[src/rtl/fetch_pkg.sv]
// Shared constants and types for the instruction fetch queue.
// Holds the reset PC, the NOP encoding, the fetch FSM states and the debug view.
package fetch_pkg;

  localparam logic [31:0] BASEADDR_DEFAULT = 32'h0100_0000;
  localparam int INSN_W = 32;
  localparam logic [INSN_W-1:0] NOP = 32'h0000_0013;

  typedef enum logic [0:0] {
    FETCH = 1'b0,
    DRAIN = 1'b1
  } fetch_state_e;

  // Sized for the largest legal DEPTH (16), so counters fit in 5 bits.
  typedef struct packed {
    fetch_state_e state;
    logic [4:0]   outstanding;
    logic [4:0]   stale;
  } fetch_dbg_t;

  function automatic logic [31:0] align_pc(input logic [31:0] pc);
    return {pc[31:2], 2'b00};
  endfunction

endpackage

[src/rtl/fetch_fifo.sv]
// Synchronous FIFO with a flush that empties it in one cycle.
// Flush wins over push and pop issued in the same cycle.
module fetch_fifo #(
  parameter int W     = 64,
  parameter int DEPTH = 4
) (
  input  logic                       clk,
  input  logic                       reset,
  input  logic                       flush,
  input  logic                       push,
  input  logic [W-1:0]               wdata,
  input  logic                       pop,
  output logic [W-1:0]               rdata,
  output logic [$clog2(DEPTH):0]     count
);

  localparam int AW = $clog2(DEPTH);
  localparam int CW = AW + 1;

  logic [W-1:0]  mem [DEPTH];
  logic [AW-1:0] rd_ptr;
  logic [AW-1:0] wr_ptr;
  logic          full;
  logic          empty;
  logic          do_push;
  logic          do_pop;

  assign full    = (count == CW'(DEPTH));
  assign empty   = (count == '0);
  assign do_pop  = pop && !empty;
  assign do_push = push && (!full || do_pop);
  assign rdata   = mem[rd_ptr];

  always_ff @(posedge clk or negedge reset) begin
    if (!reset) begin
      rd_ptr <= '0;
      wr_ptr <= '0;
      count  <= '0;
    end else if (flush) begin
      rd_ptr <= '0;
      wr_ptr <= '0;
      count  <= '0;
    end else begin
      if (do_push) wr_ptr <= wr_ptr + AW'(1);
      if (do_pop)  rd_ptr <= rd_ptr + AW'(1);
      count <= count + CW'(do_push) - CW'(do_pop);
    end
  end

  // Storage needs no reset: an entry is only read once count covers it.
  always_ff @(posedge clk) begin
    if (do_push && !flush) mem[wr_ptr] <= wdata;
  end

endmodule

[src/rtl/fetch_queue.sv]
// Instruction fetch unit: issues credit-limited requests, tags in-order responses with
// their PC, queues them for decode, and drains stale responses after a redirect.
module fetch_queue import fetch_pkg::*; #(
  parameter logic [31:0] BASEADDR = BASEADDR_DEFAULT,
  parameter int          DEPTH    = 4
) (
  input  logic                    clk,
  input  logic                    reset,
  output logic                    imem_req_valid,
  output logic [31:0]             imem_req_addr,
  input  logic                    imem_req_ready,
  input  logic                    imem_rsp_valid,
  input  logic [INSN_W-1:0]       imem_rsp_data,
  input  logic                    redirect_valid,
  input  logic [31:0]             redirect_pc,
  output logic                    dec_valid,
  output logic [31:0]             dec_pc,
  output logic [INSN_W-1:0]       dec_insn,
  input  logic                    dec_ready,
  output logic [$clog2(DEPTH):0]  count,
  output fetch_dbg_t              dbg
);

  // Handshakes: a transfer happens on a rising edge where valid and ready are both 1;
  // valid never depends on ready, and imem responses carry no ready (always accepted).

  localparam int CW = $clog2(DEPTH) + 1;
  localparam logic [CW:0] DEPTH_X = (CW + 1)'(DEPTH);
  localparam logic [0:0] S_FETCH = FETCH;
  localparam logic [0:0] S_DRAIN = DRAIN;

  logic [0:0]              state;
  logic [31:0]             fetch_pc;
  logic [31:0]             rsp_pc;
  logic [CW-1:0]           outstanding;
  logic [CW-1:0]           outstanding_nxt;
  logic [CW-1:0]           stale;
  logic                    credit_ok;
  logic                    req_fire;
  logic                    rsp_take;
  logic                    push;
  logic                    pop;
  logic [31+INSN_W:0]      head;

  // Credit uses registered occupancy only; a pop this cycle frees space next cycle.
  assign credit_ok       = ({1'b0, count} + {1'b0, outstanding}) < DEPTH_X;
  assign imem_req_valid  = reset && (state == S_FETCH) && credit_ok;
  assign imem_req_addr   = fetch_pc;
  assign req_fire        = imem_req_valid && imem_req_ready;
  assign rsp_take        = imem_rsp_valid && (outstanding != '0);
  assign outstanding_nxt = outstanding + CW'(req_fire) - CW'(rsp_take);

  assign push = rsp_take && (state == S_FETCH) && !redirect_valid;
  assign pop  = dec_valid && dec_ready && !redirect_valid;

  always_ff @(posedge clk or negedge reset) begin
    if (!reset) begin
      state       <= S_FETCH;
      fetch_pc    <= BASEADDR;
      rsp_pc      <= BASEADDR;
      outstanding <= '0;
      stale       <= '0;
    end else begin
      outstanding <= outstanding_nxt;
      if (redirect_valid) begin
        // Everything still in flight after this edge belongs to the old path.
        fetch_pc <= align_pc(redirect_pc);
        rsp_pc   <= align_pc(redirect_pc);
        stale    <= outstanding_nxt;
        state    <= (outstanding_nxt != '0) ? S_DRAIN : S_FETCH;
      end else begin
        if (req_fire) fetch_pc <= fetch_pc + 32'd4;
        if (push)     rsp_pc   <= rsp_pc + 32'd4;
        if ((state == S_DRAIN) && rsp_take) begin
          stale <= stale - CW'(1);
          if (stale == CW'(1)) state <= S_FETCH;
        end
      end
    end
  end

  fetch_fifo #(
    .W     (32 + INSN_W),
    .DEPTH (DEPTH)
  ) u_fifo (
    .clk   (clk),
    .reset (reset),
    .flush (redirect_valid),
    .push  (push),
    .wdata ({rsp_pc, imem_rsp_data}),
    .pop   (pop),
    .rdata (head),
    .count (count)
  );

  assign dec_valid = (count != '0);
  assign dec_pc    = dec_valid ? head[31+INSN_W:INSN_W] : 32'h0;
  assign dec_insn  = dec_valid ? head[INSN_W-1:0] : NOP;

  assign dbg.state       = fetch_state_e'(state);
  assign dbg.outstanding = 5'(outstanding);
  assign dbg.stale       = 5'(stale);

endmodule

[config.mk]
export PLATFORM = sky130hd
export DESIGN_NAME = fetch_queue
export DESIGN_NICKNAME = d
export VERILOG_FILES = /design/src/rtl/fetch_pkg.sv /design/src/rtl/fetch_fifo.sv /design/src/rtl/fetch_queue.sv
export SDC_FILE = /design/constraint.sdc
export NUM_CORES = 1
export LEC_CHECK = 0
export ABC_AREA = 1
export CAP_MARGIN = 0
export CELL_PAD_IN_SITES_DETAIL_PLACEMENT = 2
export CELL_PAD_IN_SITES_GLOBAL_PLACEMENT = 2
export CORE_ASPECT_RATIO = 1.5
export CORE_MARGIN = 3
export CORE_UTILIZATION = 44
export CTS_CLUSTER_DIAMETER = 50
export DETAILED_ROUTE_END_ITERATION = 12
export DONT_BUFFER_PORTS = 1
export PLACE_DENSITY_LB_ADDON = 0.1
export SYNTH_ARGS = -nofsm -noshare
export SYNTH_HDL_FRONTEND = slang
export SYNTH_HIERARCHICAL = 1
export SYNTH_SLANG_ARGS = --single-unit
[constraint.sdc]
create_clock -name clk -period 10.2 [get_ports clk]
set_clock_uncertainty 0.1 [all_clocks]
set_input_delay 2.04 -clock clk [delete_from_list [all_inputs] [get_ports clk]]
set_output_delay 2.04 -clock clk [all_outputs]
set_load 0.1 [all_outputs]
# Word-level counts from Yosys, hierarchy flattened
# Memories as Yosys holds them, arrays and structs flattened.
# Index checks and enable logic that the tools add are counted.
dict set report classes {
  n_shift 0
  addsub 10
  magnitude_cmp 1
  div_mod_pow 0
  n_mul 0
  reduce_logical 27
  bitwise 1
  n_eq_ne 2
  muxes 19
}
# op count
set ops {}
lappend ops {{$mux 32} 6}
lappend ops {{$add 32x3->32 const B} 2}
lappend ops {{$logic_and 1x1->1} 12}
lappend ops {{$reduce_bool 2->1} 6}
lappend ops {{$mux 3} 3}
lappend ops {{$reduce_bool 3->1} 3}
lappend ops {{$mux 2} 4}
lappend ops {{$add 3x1->3} 2}
lappend ops {{$mux 1} 6}
lappend ops {{$sub 3x1->3} 2}
lappend ops {{$add 2x1->2 const B} 2}
lappend ops {{$add 3x3->4} 1}
lappend ops {{$lt 4x3->1 const B} 1}
lappend ops {{$eq 3x1->1 const B} 1}
lappend ops {{$eq 3x3->1 const B} 1}
lappend ops {{$logic_not 1->1} 3}
lappend ops {{$logic_not 3->1} 1}
lappend ops {{$sub 3x1->3 const B} 1}
lappend ops {{$reduce_and 2->1} 1}
lappend ops {{$logic_or 1x1->1} 1}
lappend ops {{$not 1->1} 1}
dict set report word_totals {
  out_inout_bits 112
  ff_bits 78
  rom_bits 0
  in_bits 70
  memories 1
  latchBits 0
  mem_bits_rw 256
}
# memory depth width rd rd_ports_with_merged_regs wr line_no
set mem_list {}
lappend mem_list {u_fifo.mem 4 64 1 0 1 fetch_fifo.sv:20} ;# logic [W-1:0] mem [DEPTH];

# Longest topological paths before layout
# Gate-level depths: netlist of run 1.
dict set report depth {
  word_depth 9
  ltp_mapped 15
  mapped_depth_nobuf 14
}

# By module
# Netlist of run 1, hierarchy kept.
# mod area_per_inst_um2 seq_area_each_um2 n_inst cells_each
set modules_own_cells {}
lappend modules_own_cells {fetch_fifo 9952.0 7862.5 1 681}
lappend modules_own_cells {fetch_queue 5526.6 1679.1 1 916}

# Worst setup path after synthesis of run 1
# No wires, ideal clock.
dict set report synth_path {
  path_kind {input port to flip-flop}
  startpoint {input redirect_valid}
  endpoint {memory u_fifo.mem[0][0] (enable)}
  slack_ns 3.997
  arrival_time_ns 5.616
  cell_stages 8
  cell_sequence {inv_1 > buf_2 > nand2_1 > nor2_1 > nor2_1 > nand2_1 > nand3_1 > nor2_1}
}
dict set report synth_between {
  elab_chain_cells 8
}
# item line_no
set synth_rtl {}
lappend synth_rtl {{start: declaration} fetch_queue.sv:14} ;# input logic redirect_valid,
lappend synth_rtl {{$logic_not 1->1} fetch_queue.sv:54} ;# assign pop = dec_valid && dec_ready && !redirect_valid;
lappend synth_rtl {{$logic_and 1x1->1} fetch_queue.sv:54}
lappend synth_rtl {{via pop} fetch_queue.sv:42} ;# logic pop;
lappend synth_rtl {{$logic_and 1x1->1} fetch_fifo.sv:30} ;# assign do_pop = pop && !empty;
lappend synth_rtl {{$logic_or 1x1->1} fetch_fifo.sv:31} ;# assign do_push = push && (!full || do_pop);
lappend synth_rtl {{$logic_and 1x1->1} fetch_fifo.sv:31}
lappend synth_rtl {{$logic_and 1x1->1} fetch_fifo.sv:52} ;# if (do_push && !flush) mem[wr_ptr] <= wdata;
lappend synth_rtl {{$mux 1} fetch_fifo.sv:52}
lappend synth_rtl {{$mux 1 (not written as such)} fetch_fifo.sv:52}
lappend synth_rtl {{end: declaration} fetch_fifo.sv:20}
# The timed path passes the listed nets, and every way through them passes these cells.

# Worst setup path in the final report of run 1
dict set report layout_path {
  startpoint {register u_fifo.rd_ptr[0]}
  endpoint {output dec_pc[9]}
}
dict set report layout_between {
  elab_chain_cells 2
}
# item line_no
set layout_rtl {}
lappend layout_rtl {{start: declaration} fetch_fifo.sv:21} ;# logic [AW-1:0] rd_ptr;
lappend layout_rtl {{start signal: assignment} fetch_fifo.sv:45} ;# if (do_pop) rd_ptr <= rd_ptr + AW'(1);
lappend layout_rtl {{$mem_v2 4x64} --}
lappend layout_rtl {{via head[41]} fetch_queue.sv:43} ;# logic [31+INSN_W:0] head;
lappend layout_rtl {{$mux 32} fetch_queue.sv:97} ;# assign dec_pc = dec_valid ? head[31+INSN_W:INSN_W] : 32'h0;
lappend layout_rtl {{end: declaration} fetch_queue.sv:17} ;# output logic [31:0] dec_pc,
# The timed path passes the listed nets, and every way through them passes these cells.

==> results of run 1 <==
through the flow:
step           area [sq um]  utilization, %
4_1_cts               17210           49.91
6_report              17210           49.91
3_3_place_gp          15980           46.34
3_5_place_dp          15980           46.34
5_1_grt               17210           49.91
2_1_floorplan         15530               -
critical path: stages, from the launching register on:
cell,delay (ns)
dfrtp_4,0.72
inv_4,0.50
buf_4,0.83
nor2_1,0.09
o22ai_1,0.39
inv_1,0.11
nor2_2,0.84
final cells by class:
type,count,area (sq um),share of cell area (%)
timing repair buffer,14,105.1,0.6108
inverter,186,700.7,4.072
multi-input combinational,1024,5041,29.30
clock buffer,46,1012,5.883
sequential,330,9547,55.48
tap,467,584.3,3.396
clock inverter,19,216.5,1.258
how the worst min path moves through the flow:
stage                        endpoint  slack [ns]  depth (start not counted)
CTS                 u_fifo/mem[2][55]        0.49                          0
global placement     u_fifo/wr_ptr[1]        0.46                          2
finish              u_fifo/mem[0][55]        0.49                          0
global route        u_fifo/mem[0][56]        0.51                          0
detailed placement   u_fifo/wr_ptr[1]        0.48                          2
floorplan           u_fifo/mem[0][63]        0.40                          0
registers in the layout, summed over array words and instances, names as in the netlist:
register       count
u_fifo/mem       256
rsp_pc            30
u_fifo/rd_ptr      2
u_fifo/wr_ptr      2
imem_req_addr     30
outstanding        3
stale              3
u_fifo/count       3
state              1
cell usage in the layout (no fill, tap or decap), types with 49 or more instances in the layout:
cell	n
dfrtp_1	70
edfxtp_1	256
nor2_2	71
o21ai_0	102
o21ai_1	49
nand3_1	102
o22ai_1	64
inv_1	181
nor2_1	216
nand2_1	306
routing by layer:
layer,share of wire (%),up-vias
li1,-,5268
met1,37,5828
met2,56,253
met3,4.1,66
met4,2.5,0
met5,0,-
power groups by stage:
stage	Sequential, mW	Clock, mW	Combinational, mW
2_1_floorplan	1.81	0	0.353
3_3_place_gp	1.85	0	0.405
3_5_place_dp	1.85	0	0.428
4_1_cts	1.83	1.39	0.433
5_1_grt	1.84	1.44	0.472
6_report	1.82	1.36	0.425
cell families after synthesis:
family | after synthesis
compound gates | 233
xor+xnor | 18
fa+ha+maj | 16
buf+inv | 256
flops | 330
other cells | 1
simple gates | 743
==> summary.txt, run 1 <==
Met2 Resource Use GR: 50.13%
Site Rows: 83
Antenna-violating nets left: 0
Pre-CTS WS: 4.536 ns
Hold-fix buffers, CTS: 0
Post-route setup TNS: 0 ns
Worst path arrival time: 4.09 ns
CP Data Required Time: 8.06 ns
First-pass GRT wire length: 75140 um
Clock Power Share: 37.7%
Clk buf depth: 3
CTS tree: done
Post-synth EDFFs: 256
RSZ-0062 raised after global routing: false
Worst-margin pin slew: 1.227 ns
Post-Synth XOR/XNOR Area: 1.019%
GRT met3 Usage: 4.436%
Final min period: 6.230 ns
Sequential fraction of the synthesis area: 61.64%
Synth Register Bits: 330
Crit path to: dec_pc[9]
Post-Syn Area: 15480 sq um
First drt pass iteration count: 5
Int Pwr: 2.430 mW
Initial antenna violation count: 0
Post-synth cell types: 40
Type of the worst min-delay path: reg2reg
Final net count: 1679
Synth Area in Simple Gates: 20.32%
Fin Hold WS: 0.4938 ns
I/O Buffers: 0
Adder-Cell Fraction of Synth Area: 1.390%
Die area: 37510 sq um
Syn Area/Cell: 9.692 sq um
Cts bufs inserted: 37
Remaining Overflow, GRT: 0
Lkg Pwr: 6.900 nW
Gpl congestion: 0.7523
Final Hold Violating Endpoints: 0
Max_slew headroom: 18.14%
Die Y: 235.7 um
Sw Share: 32.73%
Most crowded layer after global routing: met2
Fin. max-slew vios: 0
First DRT Iteration DRCs: 675
Overall power: 3.612 mW
Ant diodes: 0
Final setup viols: 0
Worst Setup Path Type: reg2out
Critical R2R Capture: state
Critical path origin: u_fifo/rd_ptr[0]
Synth cell count leaders: nand2_1, nor2_1, edfxtp_1, inv_1
Final Non-Filler Cells: 2086
FF-to-FF path depth: 13
WL per Instance: 23.01 um
Worst skew pair latency: 0.53 ns
Post-synthesis mux area share: 0%
Final worst slack: 3.970 ns
Reg2reg start: outstanding[1]
Vias per inst: 5.472
# Post-CTS Setup Buffers: 0
Routed WL: 48010 um
Status: finished, final reports clean
NetSw: 1.182 mW
DIE WIDTH: 159.1 um
Post-synthesis instance total: 1597
Final period util: 61.08%
Synth warn: 6
Yosys top cell by area: edfxtp_1
CTS sink cnt: 330
Worst-path clk slew: 0.06 ns
Max Fanout on Critical Path: 85
DRC: 0
Max frequency: 160.5 MHz
Core box area: 34480 sq um
Initial Utilization: 44.89%
Number of global-route vias before repair: 13037
R2R setup slack: 5.99 ns
Resized Gates After CTS: 0
Sequential power share: 50.5%
DPL Wire Length: 30810 um
PwrDens: 209.9 nW/um^2
Placed Instances: 2021
Compound-Gate Fraction of Synth Area: 8.286%
Count leader, synth: nand2_1
CP startpoint kind: flip-flop
Worst hold start: rsp_pc[23]
Maximum VDD drop: 0.1774 mV
Async SR Flop Fraction: 22.42%
Clock Tree Root: clkbuf_16
Ports: 182
Largest family of logic cells by synthesized area: simple AND/OR/NAND/NOR gates
Number of fill cells: 3662
H-tree depth: 2
DR vias: 11415
Crit. End Element: output port
Total GRT Usage: 25.46%
Max-Cap Viols: 0
Met1 Resource Use GR: 27.60%
Synth top area share: 49.66%
Largest cells by area after synthesis: edfxtp_1, dfrtp_1, nand2_1
Largest net degree at the start of global routing: 86
Comb pwr share: 11.8%
Area grow syn2layout: 11.16%
Top_reg_cell synth: edfxtp_1
Layout cell share with drive strength beyond 1: 11.12%
No activity file was read; power rests on OpenSTA's default activity.
==> run 2, diff against run 1 <==
CORE_UTILIZATION = 36   (was 44)
clock period = 5.6 ns   (was 10.2 ns; I/O delays follow)
==> run 2 against run 1 <==
Net effect:
- non-clock buffer count is 41 higher
- largest cell class unchanged
- clock-buffer cell count grew 2
- worst hold slack lost 0.31 ns
- sequential share of layout area fell by 1.7 points
==> summary.txt, run 2 (same netlist as run 1, synthesis figures left out) <==
Final net count: 1721
Worst skew pair latency: 0.54 ns
Final worst slack: 1.240 ns
Remaining Overflow, GRT: 0
First drt pass iteration count: 4
Final Cell Area: 17750 sq um
Clock Tree Root: clkbuf_16
Most frequent cells in the layout: nand2_1, edfxtp_1, nor2_1
Crit path largest cell delay: 0.82 ns
Met3 routed WL: 1903 um
Clk buf depth: 3
DIE WIDTH: 175.3 um
Total GRT Usage: 20.61%
DPL Wire Length: 31030 um
Slowest cell on the critical path: nor2_2
Buf+Inv Stages, Crit Path: 2
DRC: 0
Gpl congestion: 0.7560
Routed met1 length: 17600 um
Kind of cell adding the most delay to the critical path: simple AND/OR/NAND/NOR gates
Largest net degree at the start of global routing: 132
Crit. End Element: output port
Antenna-violating nets left: 0
First DRT Iteration DRCs: 475
RSZ-0062 raised after global routing: false
Initial Utilization: 36.64%
Die Y: 260.0 um
DP Area: 16520 sq um
Fin Hold WS: 0.1853 ns
Vias per inst: 5.123
Fin. max-slew vios: 0
H-tree depth: 2
WL per Instance: 20.86 um
Site Rows: 92
Max_slew headroom: 24.22%
PwrDens: 371.8 nW/um^2
Worst-path clk slew: 0.06 ns
Maximum VDD drop: 0.1924 mV
Resized Gates After CTS: 0
Top sig layer: met4
Layout cell share with drive strength beyond 1: 13.55%
Reg2reg start: u_fifo/count[2]
Final min period: 4.360 ns
Max frequency: 229.4 MHz
Final setup viols: 0
Routed wl met2: 25740 um
CP startpoint kind: flip-flop
Status: finished, final reports clean
First-pass GRT wire length: 73270 um
Cts bufs inserted: 38
Number of global-route vias before repair: 12973
Commonest non-fill, non-tap cell in the layout: nand2_1
Register with the highest flop count: u_fifo/mem
Max Fanout on Critical Path: 86
Worst-margin pin slew: 1.137 ns
Core box area: 42250 sq um
DR vias: 11393
CTS tree: done
Critical path origin: u_fifo/rd_ptr[0]
Crit-path cells: inv_4 > o21ai_0 > o22ai_1 > inv_1 > nor2_2
Area grow syn2layout: 14.70%
Type of the worst min-delay path: in2async
# Post-CTS Setup Buffers: 0
Initial antenna violation count: 0
Die area: 45570 sq um
Final period util: 77.86%
Worst Setup Path Type: reg2out
CTS sink cnt: 330
CP Data Required Time: 4.38 ns
Ant diodes: 0
Lkg Pwr: 7.160 nW
Ports: 182
Max reg flops: 256
Post-route setup TNS: 0 ns
Hold-fix buffers, CTS: 0
I/O Buffers: 0
Routed WL: 46400 um
Pre-CTS WS: 1.377 ns
Worst path arrival time: 3.14 ns
Max-Cap Viols: 0
Final Hold Violating Endpoints: 0
run 2: through the flow:
step | utilization, % | std cells | power, mW
floorplan | - | 1610 | 3.946
detailed placement | 39.10 | 2159 | 4.199
global route | 42.03 | 2224 | 6.886
finish | 42.03 | 2224 | 6.602
global placement | 39.10 | 2159 | 4.157
CTS | 42.03 | 2224 | 6.705
run 2: path summary, 6_finish.rpt:
check                      slack [ns]  cells after the start                 to
setup / recovery                 1.24                      5        dec_insn[3]
hold / removal                   0.19                      0   u_fifo/rd_ptr[1]
setup reg to reg                 1.43                     14           stale[2]
hold reg to reg                  0.49                      2   u_fifo/wr_ptr[1]
max in group asynchronous        4.98                      0  imem_req_addr[24]
min in group clk                 0.49                      2   u_fifo/wr_ptr[1]
run 2: routing by layer:
metal	GRT usage, %	vias up
met3	3.301	64
met5	0	-
met1	22.52	5781
met4	5.856	0
li1	-	5352
met2	40.50	196
run 2: power breakdown:
part	leakage [nW]	switching (mW)	internal [mW]	total [mW]
sequential	3.20	0.500	2.78	3.28
combinational	3.36	0.656	0.203	0.859
clock	0.599	1.03	1.44	2.47
run 2: final cells by class:
cell class                      count  area [sq um]
Fill cell                        4520         24490
Sequential cell                   330          9547
Multi-Input combinational cell   1024          5041
Clock buffer                       48          1052
Tap cell                          564         705.7
Inverter                          186         700.7
Timing Repair Buffer               55         525.5
Clock inverter                     17         182.7
